`src/rtl/scroll_step_gen_if.sv`:
```
// scroll_step_gen_if: control/status bundle for the scroll position sequencer.
// The controller side (master) drives enable, mode and restart and observes
// the position, step pulse, direction and done flag produced by the
// sequencer (slave).
// Optional macro RATE_SEL_EN adds the 2-bit rate_sel divider select.
interface scroll_step_gen_if #(
  parameter int POS_W = 3
);
  logic             en;
  logic [1:0]       mode;
  logic             restart;
`ifdef RATE_SEL_EN
  logic [1:0]       rate_sel;
`endif
  logic [POS_W-1:0] pos;
  logic             step;
  logic             dir;
  logic             done;

`ifdef RATE_SEL_EN
  modport master (output en, mode, restart, rate_sel, input pos, step, dir, done);
  modport slave  (input en, mode, restart, rate_sel, output pos, step, dir, done);
`else
  modport master (output en, mode, restart, input pos, step, dir, done);
  modport slave  (input en, mode, restart, output pos, step, dir, done);
`endif
endinterface

```
`src/rtl/scroll_step_gen.sv`:
```
// scroll_step_gen: position sequencer for scrolling / barrel-shift displays.
// A prescaler divides clk by DIV = CLK_HZ/STEP_HZ and every tick advances the
// position index 0..POS_MAX according to the run mode (wrap-up, wrap-down,
// ping-pong, one-shot). All outputs come straight from flops; step and the
// new pos appear together in the cycle after the tick condition.
// Optional macro RATE_SEL_EN: adds rate_sel, a post-divider of 1/2/4/8 ticks.
module scroll_step_gen #(
  parameter int CLK_HZ  = 50_000_000,
  parameter int STEP_HZ = 2,
  parameter int POS_MAX = 7
) (
  input logic              clk,
  input logic              nrst,
  scroll_step_gen_if.slave bus
);
  localparam int DIV   = CLK_HZ / STEP_HZ;
  localparam int POS_W = (POS_MAX < 1) ? 1 : $clog2(POS_MAX + 1);
  localparam int CNT_W = (DIV < 2) ? 1 : $clog2(DIV);

  localparam logic [CNT_W-1:0] CNT_LAST = CNT_W'(DIV - 1);
  localparam logic [CNT_W-1:0] CNT_ONE  = CNT_W'(1);
  localparam logic [POS_W-1:0] POS_LAST = POS_W'(POS_MAX);
  localparam logic [POS_W-1:0] POS_ONE  = POS_W'(1);

  if (DIV < 2) begin : g_div_chk
    $error("scroll_step_gen: CLK_HZ/STEP_HZ must be at least 2");
  end
  if (POS_MAX < 1) begin : g_pos_chk
    $error("scroll_step_gen: POS_MAX must be at least 1");
  end

  typedef enum logic [1:0] {
    MODE_UP   = 2'b00,
    MODE_DOWN = 2'b01,
    MODE_PING = 2'b10,
    MODE_ONCE = 2'b11
  } mode_e;

  logic [CNT_W-1:0] cnt_r, cnt_n;
  logic [POS_W-1:0] pos_r, pos_n;
  logic             step_r, step_n;
  logic             dir_r, dir_n;
  logic             done_r, done_n;
  logic [1:0]       mode_q_r;

  logic             load_s;
  logic             run_s;
  logic             tick_s;
  logic             adv_s;
  logic [POS_W-1:0] pos_inc_s;
  logic [POS_W-1:0] pos_dec_s;

  // A restart pulse or any change of the mode input reloads the start value.
  assign load_s    = bus.restart | (bus.mode != mode_q_r);
  // The prescaler only runs while enabled and before a one-shot completes.
  assign run_s     = bus.en & ~done_r;
  assign tick_s    = run_s & (cnt_r == CNT_LAST);
  assign pos_inc_s = pos_r + POS_ONE;
  assign pos_dec_s = pos_r - POS_ONE;

`ifdef RATE_SEL_EN
  logic [2:0] post_r, post_n;
  logic [1:0] rate_q_r;

  // Last post-counter value for a given rate select: (1 << rate_sel) - 1.
  function automatic logic [2:0] post_last(input logic [1:0] rs);
    case (rs)
      2'd0:    post_last = 3'd0;
      2'd1:    post_last = 3'd1;
      2'd2:    post_last = 3'd3;
      2'd3:    post_last = 3'd7;
      default: post_last = 3'd0;
    endcase
  endfunction

  // Post-counter: counts ticks; a rate change or reload restarts the count.
  always_comb begin
    post_n = post_r;
    adv_s  = 1'b0;
    if (load_s || (bus.rate_sel != rate_q_r)) begin
      post_n = 3'd0;
    end else if (tick_s) begin
      if (post_r >= post_last(bus.rate_sel)) begin
        post_n = 3'd0;
        adv_s  = 1'b1;
      end else begin
        post_n = post_r + 3'd1;
      end
    end else begin
      post_n = post_r;
    end
  end

  // Post-counter and rate-select history registers.
  always_ff @(posedge clk or negedge nrst) begin
    if (!nrst) begin
      post_r   <= 3'd0;
      rate_q_r <= 2'd0;
    end else begin
      post_r   <= post_n;
      rate_q_r <= bus.rate_sel;
    end
  end
`else
  assign adv_s = tick_s;
`endif

  // Prescaler: exactly DIV enabled clocks per tick, cleared on reload.
  always_comb begin
    cnt_n = cnt_r;
    if (load_s) begin
      cnt_n = '0;
    end else if (tick_s) begin
      cnt_n = '0;
    end else if (run_s) begin
      cnt_n = cnt_r + CNT_ONE;
    end else begin
      cnt_n = cnt_r;
    end
  end

  // Position, direction and done: start value on reload, mode rule on advance.
  always_comb begin
    pos_n  = pos_r;
    dir_n  = dir_r;
    done_n = done_r;
    step_n = 1'b0;
    if (load_s) begin
      done_n = 1'b0;
      if (bus.mode == MODE_DOWN) begin
        pos_n = POS_LAST;
        dir_n = 1'b1;
      end else begin
        pos_n = '0;
        dir_n = 1'b0;
      end
    end else if (adv_s) begin
      step_n = 1'b1;
      case (mode_e'(mode_q_r))
        MODE_UP: begin
          dir_n = 1'b0;
          if (pos_r >= POS_LAST) pos_n = '0;
          else                   pos_n = pos_inc_s;
        end
        MODE_DOWN: begin
          dir_n = 1'b1;
          if (pos_r == '0) pos_n = POS_LAST;
          else             pos_n = pos_dec_s;
        end
        MODE_PING: begin
          if (!dir_r) begin
            // Upward leg; turning around on the step that reaches the top.
            if (pos_r >= POS_LAST) begin
              pos_n = POS_LAST;
              dir_n = 1'b1;
            end else begin
              pos_n = pos_inc_s;
              dir_n = (pos_inc_s == POS_LAST);
            end
          end else begin
            // Downward leg; turning around on the step that reaches zero.
            if (pos_r == '0) begin
              pos_n = '0;
              dir_n = 1'b0;
            end else begin
              pos_n = pos_dec_s;
              dir_n = (pos_dec_s != '0);
            end
          end
        end
        MODE_ONCE: begin
          dir_n = 1'b0;
          if ((pos_r >= POS_LAST) || (pos_inc_s >= POS_LAST)) begin
            pos_n  = POS_LAST;
            done_n = 1'b1;
          end else begin
            pos_n  = pos_inc_s;
          end
        end
        default: begin
          pos_n = '0;
          dir_n = 1'b0;
        end
      endcase
    end else begin
      step_n = 1'b0;
    end
  end

  // State registers; every output is taken directly from one of these.
  always_ff @(posedge clk or negedge nrst) begin
    if (!nrst) begin
      cnt_r    <= '0;
      pos_r    <= '0;
      step_r   <= 1'b0;
      dir_r    <= 1'b0;
      done_r   <= 1'b0;
      mode_q_r <= 2'b00;
    end else begin
      cnt_r    <= cnt_n;
      pos_r    <= pos_n;
      step_r   <= step_n;
      dir_r    <= dir_n;
      done_r   <= done_n;
      mode_q_r <= bus.mode;
    end
  end

  assign bus.pos  = pos_r;
  assign bus.step = step_r;
  assign bus.dir  = dir_r;
  assign bus.done = done_r;
endmodule

```
`src/flat_wrapper.sv`:
```
// flat-port wrapper written by rule: the top's interface ports become plain ports
module scroll_step_gen_flat 
#(
  parameter int CLK_HZ  = 50_000_000,
  parameter int STEP_HZ = 2,
  parameter int POS_MAX = 7
)
  (clk, nrst, bus_en, bus_mode, bus_restart, bus_pos, bus_step, bus_dir, bus_done);
  scroll_step_gen_if #(.POS_W(3)) bus_i ();
  input logic clk;
  input logic nrst;
  input wire logic [$bits(bus_i.en)-1:0] bus_en;
  input wire logic [$bits(bus_i.mode)-1:0] bus_mode;
  input wire logic [$bits(bus_i.restart)-1:0] bus_restart;
  output wire logic [$bits(bus_i.pos)-1:0] bus_pos;
  output wire logic [$bits(bus_i.step)-1:0] bus_step;
  output wire logic [$bits(bus_i.dir)-1:0] bus_dir;
  output wire logic [$bits(bus_i.done)-1:0] bus_done;
  assign bus_i.en = bus_en;
  assign bus_i.mode = bus_mode;
  assign bus_i.restart = bus_restart;
  assign bus_pos = bus_i.pos;
  assign bus_step = bus_i.step;
  assign bus_dir = bus_i.dir;
  assign bus_done = bus_i.done;
  scroll_step_gen #(.CLK_HZ(CLK_HZ), .STEP_HZ(STEP_HZ), .POS_MAX(POS_MAX)) u_core (.clk(clk), .nrst(nrst), .bus(bus_i));
endmodule
```
`config.mk`:
```
export PLATFORM = sky130hd
export DESIGN_NAME = scroll_step_gen_flat
export DESIGN_NICKNAME = d
export VERILOG_FILES = /design/src/rtl/scroll_step_gen_if.sv /design/src/rtl/scroll_step_gen.sv /design/src/flat_wrapper.sv
export SDC_FILE = /design/constraint.sdc
export NUM_CORES = 1
export LEC_CHECK = 0
export CORE_UTILIZATION = 50
export CTS_BUF_LIST = sky130_fd_sc_hd__clkbuf_4
export DETAILED_ROUTE_END_ITERATION = 12
export PLACE_DENSITY = 0.71
export SETUP_SLACK_MARGIN = 0.4
export SYNTH_ARGS = -nofsm -noshare
export SYNTH_HDL_FRONTEND = slang
export SYNTH_SLANG_ARGS = --single-unit
```
`constraint.sdc`:
```
create_clock -name clk -period 1.9 [get_ports clk]
set_input_delay 0.285 -clock clk [delete_from_list [all_inputs] [get_ports clk]]
set_output_delay 0.285 -clock clk [all_outputs]
set_load 0.02 [all_outputs]
```
==> summary.txt <==
Status
  – Status: complete, but fails checks
  – Failing checks: negative setup slack

Clocking
  – Num CTS Buffers: 5
  – CTS tree: yes
  – Cts hold-fix bufs: 0
  – CTS Buffer Depth: 2
  – Clk_lat worst skew: 360 ps
  – Reg clk slew, reported paths: 120 ps
  – # clock sinks: 33
  – CTS root buf: clkbuf_4
  – H-tree levels: 2

Placement
  – HPWL after DPL: 3830 um
  – Routability Congestion: 0.886
  – Number of port buffers: 11
  – Area after DPL: 0.00270 mm2

Final layout
  – Layout fillers: 243
  – Final Cell Area: 0.00326 mm2
  – Multi-input gate area: 0.00158 mm2
  – Most common cell after layout, fill and taps aside: buf_4
  – Nets: 335
  – Number of diodes: 0
  – Register area: 831 um2
  – Most frequent cells in the layout: buf_4, dfrtp_1, nand2_1
  – Fraction of layout cells with a size suffix above 1: 45.8%
  – Final design utilization: 80.4%
  – Area growth from synthesis to layout: 51.7%

Routing
  – Antenna-violating nets left: 0
  – Drt first-iter violations: 184
  – WL/cell: 17.7 um
  – Via/cell ratio: 6.00
  – DRC viols: 0
  – Via count: 2214
  – WL final: 6540 um
  – DR pass1 iterations: 5

Setup path
  – Crit path required time: 2150 ps
  – Worst-path cell chain: nor4bb_1 -> nand4_1 -> buf_4 -> nor3_4 -> buf_4 -> nor3_2 -> a31o_2
  – Startpoint types: flip-flop
  – Slowest-stage cell, CP: dfrtp_1
  – Top delay family on crit path: simple AND/OR/NAND/NOR gates
  – CP endpoint kind: flip-flop
  – CP most frequent cell: buf_4
  – Worst reg2reg endpoint: u_core.cnt_r[18]
  – Critical R2R Launch: u_core.cnt_r[9]
  – FF-to-FF path depth: 7
  – Critical Path Fanout Max: 5
  – Reg2Reg Setup Slack: -70 ps
  – Buffers and inverters on the worst path: 2
  – Critical Path Max Stage Delay: 430 ps
  – Worst setup path class: flip-flop to flip-flop
  – Total stage count of the critical path: 7
  – Worst EP arrival: 2220 ps

Flow run
  – MaxCap Viol Count: 0

Synthesis
  – Post-synth EDFFs: 0
  – Yosys cell types: 47
  – Number of synthesized register bits: 33
  – Seq/Total Area, Yosys: 38.4%
  – Post-Syn Nets: 256
  – Post-Synth Adder-Cell Area: 6.40%
  – Multiplexer share of the synthesized area: 0.990%
  – Syn_area_per_cell: 8.99 um2
  – Primary FF master, synth: dfrtp_1
  – Ys async rst share: 100%
  – Compound-gate portion of the synthesized area: 13.5%
  – Largest family of logic cells by synthesized area: simple AND/OR/NAND/NOR gates
  – Cell Area, Synth: 0.00215 mm2
  – Yosys warns: 0
  – Xor/xnor cell area share of the yosys netlist: 7.33%
  – Simple-gate portion of the synthesized area: 29.0%
  – Syn Inst Count: 239

Timing
  – Fin crit share: 104%
  – Fmax: 0.506 GHz
  – Setup TNS Final: -288 ps
  – PnR worst setup slack: -75.0 ps
  – Final setup fails: 7
  – Slew Viols, Final: 0
  – Clock Skew: 10.3 ps
  – Max transition margin: 65.3%
  – Fin. Hold Viols: 0
  – Fin crit period: 1970 ps
  – RSZ-0062 raised after global routing: true
  – Hold_ws: 318 ps
  – Worst slew pin tran: 520 ps

Min path
  – Tightest Hold Check Type: primary input to asynchronous set/reset pin

Power and ir drop
  – PD cells: 467 mW/mm2
  – VDD IR max: 0.385 mV
  – LEAKAGE: 1.38 nW

Global routing
  – Vias in the first global route: 1998
  – GR Overflow Total: 0
  – Largest net degree at the start of global routing: 34
  – Initial antenna violation count: 0
  – Tot GR Track Use: 28.5%
  – First-pass GRT wire length: 9440 um

Floorplan
  – Die Area: 0.00457 mm2
  – DIE WIDTH: 67.6 um
  – Initial Utilization: 53.0%
  – Chip height: 67.6 um
  – I/O pin total: 12
  – Row count: 23
  – Core area: 0.00406 mm2
[synthesized netlist by cell type (3+ instances only)]
cell type  number  area (um2)
a21o_1          3        22.5
a21oi_1        15        75.1
a31oi_1         4        25.0
and3_1          4        25.0
and4_1          4        35.0
clkbuf_1        4        15.0
dfrtp_1        33         826
ha_1           11         138
inv_1           8        30.0
nand2_1        19        71.3
nand2b_1        3        18.8
nand3_1        16        80.1
nand4_1         5        31.3
nor2_1         27         101
nor3_1          7        35.0
nor4_1          3        18.8
o211ai_1        6        45.0
o21ai_0         9        45.0
or3_1           5        31.3
or4_1           4        30.0
xnor2_1         6        52.6
xor2_1         12         105
[logic make-up (layout without fill, tap and decap cells)]
family | count (synthesis) | after routing
multiplexers | 2 | 2
AO/OA/AOI/OAI | 46 | 46
AND/OR/NAND/NOR | 111 | 112
adder cells (fa/ha/maj) | 11 | 11
XOR/XNOR | 18 | 18
flip-flops | 33 | 33
buffers and inverters | 18 | 97
[registers in the layout (all words and copies together), names as in the netlist]
name and count:
u_core.cnt_r 25, u_core.bus.dir 1, u_core.mode_q_r 2, u_core.bus.step 1
u_core.bus.done 1, u_core.bus.pos 3
[worst reg2reg max path: cells and delay by family (launching register included)]
family	cells	cell delay (ps)
flops	1	430
buf+inv	2	390
simple gates	4	840
compound gates	1	220
[cell type report]
| cell class | instances | share of cell area (%) |
|---|---|---|
| sequential | 33 | 25.5 |
| timing repair buffer | 81 | 21.4 |
| clock inverter | 3 | 0.537 |
| inverter | 8 | 0.997 |
| clock buffer | 5 | 1.15 |
| tap | 50 | 1.92 |
| multi-input combinational | 189 | 48.5 |
[worst max path at each step]
stage	start	endpoint
after floorplan	u_core.bus.done	u_core.bus.dir
final	u_core.cnt_r[9]	u_core.cnt_r[18]
after global routing	u_core.cnt_r[9]	u_core.cnt_r[18]
after detailed placement	bus_mode[1]	u_core.cnt_r[18]
after CTS	u_core.cnt_r[1]	u_core.bus.dir
after global placement	bus_en	u_core.bus.dir
[report_power, final]
| part | leakage [nW] | total [mW] | switching (mW) | internal (mW) |
|---|---|---|---|---|
| registers | 0.444 | 0.730 | 0.0159 | 0.714 |
| logic | 0.907 | 0.384 | 0.201 | 0.183 |
| clock network | 0.0310 | 0.410 | 0.271 | 0.139 |
| total | 1.38 | 1.52 | 0.488 | 1.04 |
[metrics by stage]
stage                     instances  power [mW]  worst slack (ps)
after CTS                       363        1.47             -11.7
after global routing            369        1.59              -167
final                           369        1.52             -75.0
after global placement          343        1.03              -226
after detailed placement        343        1.03              -276
after floorplan                 239       0.891              -123
[metal layers]
| metal | GRT usage (%) | up-vias | share of wire (%) | wire length [um] |
|---|---|---|---|---|
| li1 | - | 1026 | - | - |
| met1 | 40.4 | 1065 | 45 | 2950 |
| met2 | 42.7 | 106 | 45 | 2960 |
| met3 | 4.56 | 17 | 7.1 | 465 |
| met4 | 11.4 | 0 | 2.4 | 155 |
| met5 | 0 | - | 0 | 0 |
[repair_timing]
action,CTS,global route
gates cloned,1,1
buffers inserted,11,5
hold endpoints to repair,0,0
pin swaps,17,36
resized for setup,43,61
endpoints found under the setup margin,37,36
(Power assumes the default switching activity.)
